### config.mk
export PLATFORM = sky130hd
export DESIGN_NAME = sha_block_assembler
export DESIGN_NICKNAME = d
export VERILOG_FILES = /design/src/rtl/sha_block_assembler.sv
export SDC_FILE = /design/constraint.sdc
export NUM_CORES = 2
export LEC_CHECK = 0
export BUFFER_PORTS_ARGS = -buffer_cell sky130_fd_sc_hd__clkbuf_2
export CORE_MARGIN = 5
export CORE_UTILIZATION = 58
export CTS_CLUSTER_DIAMETER = 30
export DETAILED_ROUTE_END_ITERATION = 6
export GPL_TIMING_DRIVEN = 0
export PLACE_DENSITY = 0.9
export SLEW_MARGIN = 20
export SYNTH_ARGS = -nofsm -noshare
export SYNTH_HDL_FRONTEND = slang
export SYNTH_SLANG_ARGS = --single-unit
### constraint.sdc
create_clock -name clk -period 2.5 [get_ports clk]
set_input_delay 0 -clock clk [delete_from_list [all_inputs] [get_ports clk]]
set_output_delay 0 -clock clk [all_outputs]
set_load 0.05 [all_outputs]
### src/rtl/sha_block_assembler.sv
// sha_block_assembler
//   Packs a byte stream, such as the output of a UART receiver, into fixed-size
//   blocks for a SHA core. The design has one fill register and one output slot,
//   so the next block can fill while the consumer still holds the current one.
//   A partial block can be dropped by an idle timeout or by clr.
//
// Parameters
//   BLOCK_BYTES    bytes per block (1..128)
//   MSB_FIRST      1: byte 0 goes in the top byte of blk_data; 0: byte 0 goes in bits [7:0]
//   TIMEOUT_CYCLES idle cycles before a partial block is discarded (0 = off)
//
// Ports
//   clk, rst        clock, synchronous active-high reset
//   in_valid/in_byte  one-cycle byte strobe; there is no backpressure
//   clr             synchronous flush of the partial block and of ovf_err
//   blk_data/blk_valid/blk_ready  output slot with a valid/ready handshake
//   byte_cnt        bytes held in the fill register
//   blk_count       blocks delivered to the slot (wraps)
//   ovf_err         sticky: a byte was dropped while a full block was waiting
//   timeout_pulse   one-cycle pulse when a partial block times out
module sha_block_assembler #(
    parameter int unsigned BLOCK_BYTES    = 64,
    parameter bit          MSB_FIRST      = 1'b1,
    parameter int unsigned TIMEOUT_CYCLES = 0
) (
    input  logic                     clk,
    input  logic                     rst,
    input  logic                     in_valid,
    input  logic [7:0]               in_byte,
    input  logic                     clr,
    output logic [BLOCK_BYTES*8-1:0] blk_data,
    output logic                     blk_valid,
    input  logic                     blk_ready,
    output logic [7:0]               byte_cnt,
    output logic [15:0]              blk_count,
    output logic                     ovf_err,
    output logic                     timeout_pulse
);

    localparam int unsigned W          = BLOCK_BYTES * 8;
    localparam logic [7:0]  LAST_IDX   = 8'(BLOCK_BYTES - 1);
    localparam logic [7:0]  FULL_CNT   = 8'(BLOCK_BYTES);
    localparam bit          TIMEOUT_EN = (TIMEOUT_CYCLES != 0);
    localparam logic [31:0] TO_LAST    = TIMEOUT_EN ? 32'(TIMEOUT_CYCLES - 1) : 32'd0;

    typedef enum logic {
        ST_FILL,
        ST_FULL
    } state_t;

    state_t         state, state_n;
    logic [W-1:0]   fill_reg, fill_n, placed, data_n;
    logic [7:0]     cnt_n;
    logic [15:0]    count_n;
    logic [31:0]    idle_cnt, idle_n;
    logic           valid_n, ovf_n, pulse_n, slot_free;

    assign slot_free = !blk_valid || blk_ready;

    // The fill register with in_byte written at position byte_cnt.
    for (genvar g = 0; g < BLOCK_BYTES; g++) begin : g_place
        localparam int unsigned LO = MSB_FIRST ? (W - 8 - 8 * g) : (8 * g);
        assign placed[LO +: 8] = (byte_cnt == 8'(g)) ? in_byte : fill_reg[LO +: 8];
    end

    always_ff @(posedge clk) begin
        if (rst) begin
            state         <= ST_FILL;
            fill_reg      <= '0;
            byte_cnt      <= '0;
            blk_data      <= '0;
            blk_valid     <= 1'b0;
            blk_count     <= '0;
            ovf_err       <= 1'b0;
            timeout_pulse <= 1'b0;
            idle_cnt      <= '0;
        end else begin
            state         <= state_n;
            fill_reg      <= fill_n;
            byte_cnt      <= cnt_n;
            blk_data      <= data_n;
            blk_valid     <= valid_n;
            blk_count     <= count_n;
            ovf_err       <= ovf_n;
            timeout_pulse <= pulse_n;
            idle_cnt      <= idle_n;
        end
    end

    always_comb begin
        state_n = state;
        fill_n  = fill_reg;
        cnt_n   = byte_cnt;
        data_n  = blk_data;
        // The slot empties on a handshake unless a new block is loaded below.
        valid_n = blk_valid && !blk_ready;
        count_n = blk_count;
        ovf_n   = ovf_err;
        pulse_n = 1'b0;
        idle_n  = idle_cnt;

        if (clr) begin
            // The handshake on the slot still completes. A byte that arrives with clr is dropped.
            state_n = ST_FILL;
            cnt_n   = '0;
            idle_n  = '0;
            ovf_n   = 1'b0;
        end else begin
            unique case (state)
                ST_FILL: begin
                    if (in_valid) begin
                        fill_n = placed;
                        idle_n = '0;
                        if (byte_cnt == LAST_IDX) begin
                            if (slot_free) begin
                                data_n  = placed;
                                valid_n = 1'b1;
                                count_n = blk_count + 16'd1;
                                cnt_n   = '0;
                            end else begin
                                state_n = ST_FULL;
                                cnt_n   = FULL_CNT;
                            end
                        end else begin
                            cnt_n = byte_cnt + 8'd1;
                        end
                    end else if (TIMEOUT_EN && byte_cnt != 8'd0) begin
                        if (idle_cnt == TO_LAST) begin
                            cnt_n   = '0;
                            idle_n  = '0;
                            pulse_n = 1'b1;
                        end else begin
                            idle_n = idle_cnt + 32'd1;
                        end
                    end
                end
                ST_FULL: begin
                    if (in_valid) ovf_n = 1'b1;
                    if (slot_free) begin
                        data_n  = fill_reg;
                        valid_n = 1'b1;
                        count_n = blk_count + 16'd1;
                        cnt_n   = '0;
                        state_n = ST_FILL;
                    end
                end
                default: state_n = ST_FILL;
            endcase
        end
    end

endmodule

**Word-level counts from Yosys, hierarchy flattened**

Cells that the tools add are included.

- Output and inout port bits: 539
- Input port bits: 13
- Logic and storage cells: 176
- Bits in registers: 1051

- Eq/ne operators: 67
- Add/sub/neg operators: 2
- Mux-type cells: 87
- Reduce and logical (&&, ||, !) cells: 11
- Bitwise gates (word level): 2

Operator list:

| kind | number |
|---|---|
| 512-bit 2-to-1 mux | 4 |
| 512-bit case mux with 2 select lines | 1 |
| 8-bit 2-to-1 mux | 67 |
| 8-bit by 6-bit == test with 1-bit output (second input constant) | 32 |
| 8-bit by 5-bit == test with 1-bit output (second input constant) | 16 |
| 8-bit by 4-bit == test with 1-bit output (second input constant) | 8 |
| 16-bit 2-to-1 mux | 3 |
| 8-bit by 3-bit == test with 1-bit output (second input constant) | 4 |
| 16-bit case mux with 2 select lines | 1 |
| 16-bit by 1-bit adder with 16-bit output (second input constant) | 1 |
| 8-bit by 2-bit == test with 1-bit output (second input constant) | 2 |
| 8-bit case mux with 2 select lines | 1 |
| 8-bit by 1-bit adder with 8-bit output (second input constant) | 1 |
| 8-bit by 1-bit == test with 1-bit output (second input constant) | 1 |
| 8-bit logical NOT | 1 |
| 1-bit 2-to-1 mux | 7 |
| 7-bit 2-to-1 mux | 1 |
| 2-bit != test (second input constant) | 3 |
| 3-bit AND reduction | 2 |
| 5-bit AND reduction | 1 |
| 1-bit case mux with 2 select lines | 2 |
| 2-bit AND reduction | 2 |
| 1-bit logical NOT | 2 |
| 2-bit by 1-bit != test with 1-bit output (second input constant) | 1 |
| other kinds (4) | 5 |

**Longest topological paths before layout**

- Depth in word-level cells: 7
- Gate-level depth with buffers: 8
- Mapped depth without buffers: 6

**Worst setup path after synthesis**

OpenSTA, ideal clock, no wires.

- Path type: reg2reg
- From: reg byte_cnt[0]
- To: reg blk_data[288]
- Slack: 0.048 ns
- Clock period less this slack: 2.452 ns
- Required time: 2.414 ns
- Arrival time: 2.366 ns
- Cell stages (with the launch flop): 8
- Library setup time: 0.086 ns
- Buffers on the path: 2
- Cell sequence: dfxtp_1 > ha_1 > clkbuf_1 > nor4bb_1 > clkbuf_1 > nand2_1 > mux2i_1 > a211oi_1

- Cells in the longest elaborated chain, start to end: 6
- Elaborated cells between the ends (all ways): 9
- Those cells by class: eq/ne: 3; mux: 5; reduce/logical: 1

RTL lines:

| item | RTL line | source |
|---|---|---|
| start: declaration | 34 | `output logic [7:0] byte_cnt,` |
| start signal: assignment | 80 | `byte_cnt <= cnt_n;` |
| 8-bit by 5-bit == test with 1-bit output | 63 | `assign placed[LO +: 8] = (byte_cnt == 8'(g)) ? in_byte : fill_reg[LO +: 8];` |
| 8-bit 2-to-1 mux | 63 |  |
| 512-bit 2-to-1 mux | 115 | `if (slot_free) begin` |
| 512-bit 2-to-1 mux | 114 | `if (byte_cnt == LAST_IDX) begin` |
| 512-bit 2-to-1 mux | 111 | `if (in_valid) begin` |
| 512-bit case mux with 2 select lines | 109 | `unique case (state)` |
| end signal: assignment | 81 | `blk_data <= data_n;` |
| end: declaration | 31 | `output logic [BLOCK_BYTES*8-1:0] blk_data,` |

Parallel ways exist; a longest one is shown, timed or not. The select of a mux whose other input is x is not followed.
A chain may end at the register's enable or synchronous reset.

**Worst setup path after layout**

- From: reg byte_cnt[6]
- To: reg blk_data[445]

- Cells in the longest elaborated chain, start to end: 6
- Elaborated cells between the ends (all ways): 9
- Those cells by class: eq/ne: 3; mux: 5; reduce/logical: 1

RTL lines:

| item | RTL line |
|---|---|
| 8-bit by 4-bit == test with 1-bit output | 63 |
| 8-bit 2-to-1 mux | 63 |
| 512-bit 2-to-1 mux | 115 |
| 512-bit 2-to-1 mux | 114 |
| 512-bit 2-to-1 mux | 111 |
| 512-bit case mux with 2 select lines | 109 |

Parallel ways exist; a longest one is shown, timed or not. The select of a mux whose other input is x is not followed.

==> summary.md <==
| Metric | Value |
|---|---|
| Switching Fraction | 0.246 |
| Cell family with most CP delay | simple AND/OR/NAND/NOR gates |
| Clock Power Share | 0.575 |
| FP Rows | 101 |
| Worst R2R Start | byte_cnt[6] |
| Synthesized cell area | 44000 µm² |
| CTS clk-pin slew, worst paths | 60 ps |
| TritonCTS Buffers | 170 |
| Reg2reg setup slack | -380 ps |
| Core footprint | 75600 µm² |
| Largest net degree at the start of global routing | 20 |
| DP Wirelength | 115 mm |
| CTS Sinks | 1051 |
| CTS tree | built |
| Rel. slew slack | 0.102 |
| FF+latch count, synth | 1051 |
| CP bufs+invs | 3 |
| Max Cap Violations | 0 |
| CP max FO | 10 |
| Worst Setup Path Type | flip-flop to flip-flop |
| Number of synthesized flops with an enable pin | 0 |
| # nets final | 5217 |
| Syn_area_per_cell | 9.93 µm² |
| Flop pwr share | 0.391 |
| Final ANT Viol Nets | 0 |
| Clk Latency, worst-skew pair | approximately 780 ps |
| Worst setup EP type | flip-flop |
| P_sw | 10500 µW |
| Sequential share of the synthesized area | 0.478 |
| Final WS setup | -384 ps |
| Max VDD drop | 0.550 mV |
| Initial antenna violation count | 4 |
| Reg-to-reg endpoint | blk_data[445] |
| Commonest non-fill, non-tap cell in the layout | dfxtp_1 |
| Critical Path Stages | 7 |
| Congestion Overflow GR | 0 |
| Comb pwr share | 0.034 |
| Startpoint class of the critical path | flip-flop |
| Synth Flop Type | dfxtp_1 |
| Final min period | 2880 ps |
| Syn Nets | 4449 |
| Power per cell area | 772 nW/µm² |
| GRT Util Overall | 0.428 |
| Share of cells above drive strength 1 | 0.233 |
| Critical Path Start | byte_cnt[6] |
| HP Class | primary input to flip-flop |
| Max Buffers Root-to-Sink | 3 |
| CTS Root Cell | clkbuf_16 |
| Asr flop ratio synth | 0 |
| Required @ worst endpoint | 3120 ps |
| Clock skew | 42.4 ps |
| Cell depth of the worst flop-to-flop path | 7 |
| Via count | approximately 44000 |
| # DRC | 0 |
| H-tree depth | 4 |
| Critical path cell sequence | clkbuf_4 > or2_2 > buf_2 > or3_1 > buf_2 > mux2i_1 > a211oi_1 |
| Number of global-route vias before repair | about 42000 |
| # IOs | 552 |
| Total die area | 81400 µm² |
| CP endpoint | blk_data[445] |
| Slowest stage delay, CP | 680 ps |
| Die X | 285 µm |
| Crit path DAT | 3510 ps |
| Outcome | complete, but fails checks |
| Worst-Margin Slew | 1350 ps |
| Maximum clock rate | 347 MHz |
| Area grow syn2layout | 26.3% |
| Setup tns final | -3020 ps |
| 1st-pass router iterations | 7 |
| Most frequent cell on the critical path | buf_2 |
| Gpl congestion | 0.991 |
| Failing checks | setup timing |
| Mapped Cells | 4431 |
| Final Hold Violating Endpoints | 0 |
| Pint | between 30000 and 40000 µW |
| YS warnings | 0 |
| Max Transition Viols Final | 0 |
| Starting Density | 0.582 |
| LEAKAGE | 0.0238 µW |
| I/O Buffers | 539 |
| Most frequent cells in the layout | 1045 x dfxtp_1, 993 x mux2i_1, 616 x clkbuf_2, 557 x a21oi_1, 502 x nor2_1 |
| First-pass GRT wire length | 267 mm |
| Distinct cells, synth | 54 |
| RSZ-0062 raised after global routing | yes |
| Fin Hold WS | 136 ps |
| DRT iter0 DRCs | 6625 |
| WL/cell | 29.8 µm |
| Final setup viols | 63 |
| Routed wire length | between 150 and 200 mm |
| Die height | 285 µm |
| Fin crit share | 1.15 |
| Routed vias/inst | 6.89 |
| Slowest CP cell | mux2i_1 |
stage by stage:
step	setup WS, ps	instance area [µm²]	power (µW)	utilization	cells
after floorplan	48.2	44000	17800	-	4431
after global placement	-754	47900	18400	0.634	5948
after detailed placement	-752	47900	18400	0.634	5949
after CTS	-25.0	54800	42400	0.725	6301
after global routing	-339	55500	43500	0.735	6324
final	-384	55600	42900	0.735	6325
layout make-up:
class / instances / area [µm²]
Multi-Input combinational cell: 2893 / 21600
Antenna cell: 2 / 5.00
Buffer: 478 / 2230
Tap cell: 978 / 1220
Timing Repair Buffer: 601 / 3410
Sequential cell: 1051 / 21000
Inverter: 4 / 15.0
Clock inverter: 108 / 1420
Fill cell: 4503 / 20000
Clock buffer: 210 / 4620
worst min path at each step:
stage	start	to	slack, ps	cells after the start
final	in_byte[0]	blk_data[400]	140	3
after global routing	in_byte[5]	blk_data[397]	110	3
after CTS	in_byte[2]	blk_data[394]	40	3
after global placement	in_valid	byte_cnt[2]	380	3
after floorplan	blk_ready	state	240	2
after detailed placement	in_valid	byte_cnt[2]	370	3
cells by family (layout without fill, tap and decap cells):
family / after synthesis / in the layout / synth area share
simple gates: 790 / 790 / 0.0920
xor+xnor: 3 / 3 / 0.000598
flops: 1051 / 1051 / 0.478
other cells: 1 / 3 / 0.0000853
buf+inv: 487 / 1401 / 0.0449
mux: 1001 / 1001 / 0.228
fa+ha+maj: 5 / 5 / 0.00142
compound gates: 1093 / 1093 / 0.155
power by group through the flow:
| stage | registers (µW) | logic, µW | clock network [µW] |
|---|---|---|---|
| floorplan | 17100 | 696 | 0 |
| global placement | 17100 | 1260 | 0 |
| detailed placement | 17100 | 1270 | 0 |
| CTS | 16800 | 1310 | 24300 |
| global route | 16800 | 1440 | 25300 |
| finish | 16800 | 1460 | 24600 |
Yosys cell counts, drive strengths merged (2+ instances only):
| cell | n | area share |
|---|---|---|
| nor4 | 4 | 0.00057 |
| xnor2 | 3 | 0.00060 |
| nor2 | 505 | 0.044 |
| or3 | 14 | 0.0020 |
| nand4 | 6 | 0.00085 |
| a211oi | 512 | 0.087 |
| nor4b | 8 | 0.0016 |
| and3 | 2 | 0.00028 |
| nor3 | 51 | 0.018 |
| nand3 | 34 | 0.0039 |
| and4 | 2 | 0.00040 |
| or4b | 3 | 0.00077 |
| and4b | 3 | 0.00068 |
| or4 | 16 | 0.0027 |
| a21oi | 557 | 0.063 |
| mux2i | 1000 | 0.23 |
| ha | 5 | 0.0014 |
| o21ai | 4 | 0.00046 |
| inv | 4 | 0.00034 |
| nand4b | 3 | 0.00060 |
| nand3b | 8 | 0.0014 |
| or2 | 3 | 0.00043 |
| dfxtp | 1051 | 0.48 |
| nand2b | 7 | 0.0010 |
| nor4bb | 13 | 0.0030 |
| o31ai | 14 | 0.0024 |
| nor2b | 7 | 0.0010 |
| buf | 80 | 0.010 |
| clkbuf | 403 | 0.034 |
| nand2 | 95 | 0.0082 |
worst min-delay path: stages:
cell	delay (ps)
clkbuf_1	420
mux2i_1	330
a211oi_1	100
per-layer routing:
| metal | wire length [µm] | GRT usage | share of wire | vias up |
|---|---|---|---|---|
| met5 | 34 | 0 | 0.00018 | - |
| met4 | 20500 | 0.358 | 0.11 | 6 |
| met3 | 26500 | 0.142 | 0.14 | 1423 |
| met2 | 78900 | 0.634 | 0.42 | 4203 |
| met1 | 62400 | 0.501 | 0.33 | 20300 |
| li1 | - | - | - | 17600 |
repair_timing:
item,CTS,global route
endpoints found under the setup margin,852,609
gates resized for setup,179,182
setup buffers,33,23
cloned,0,1
hold buffers,4,0
pin swaps,19,17
endpoints found under the hold margin,11,0
Note: power is estimated with default switching activity, not from simulation.
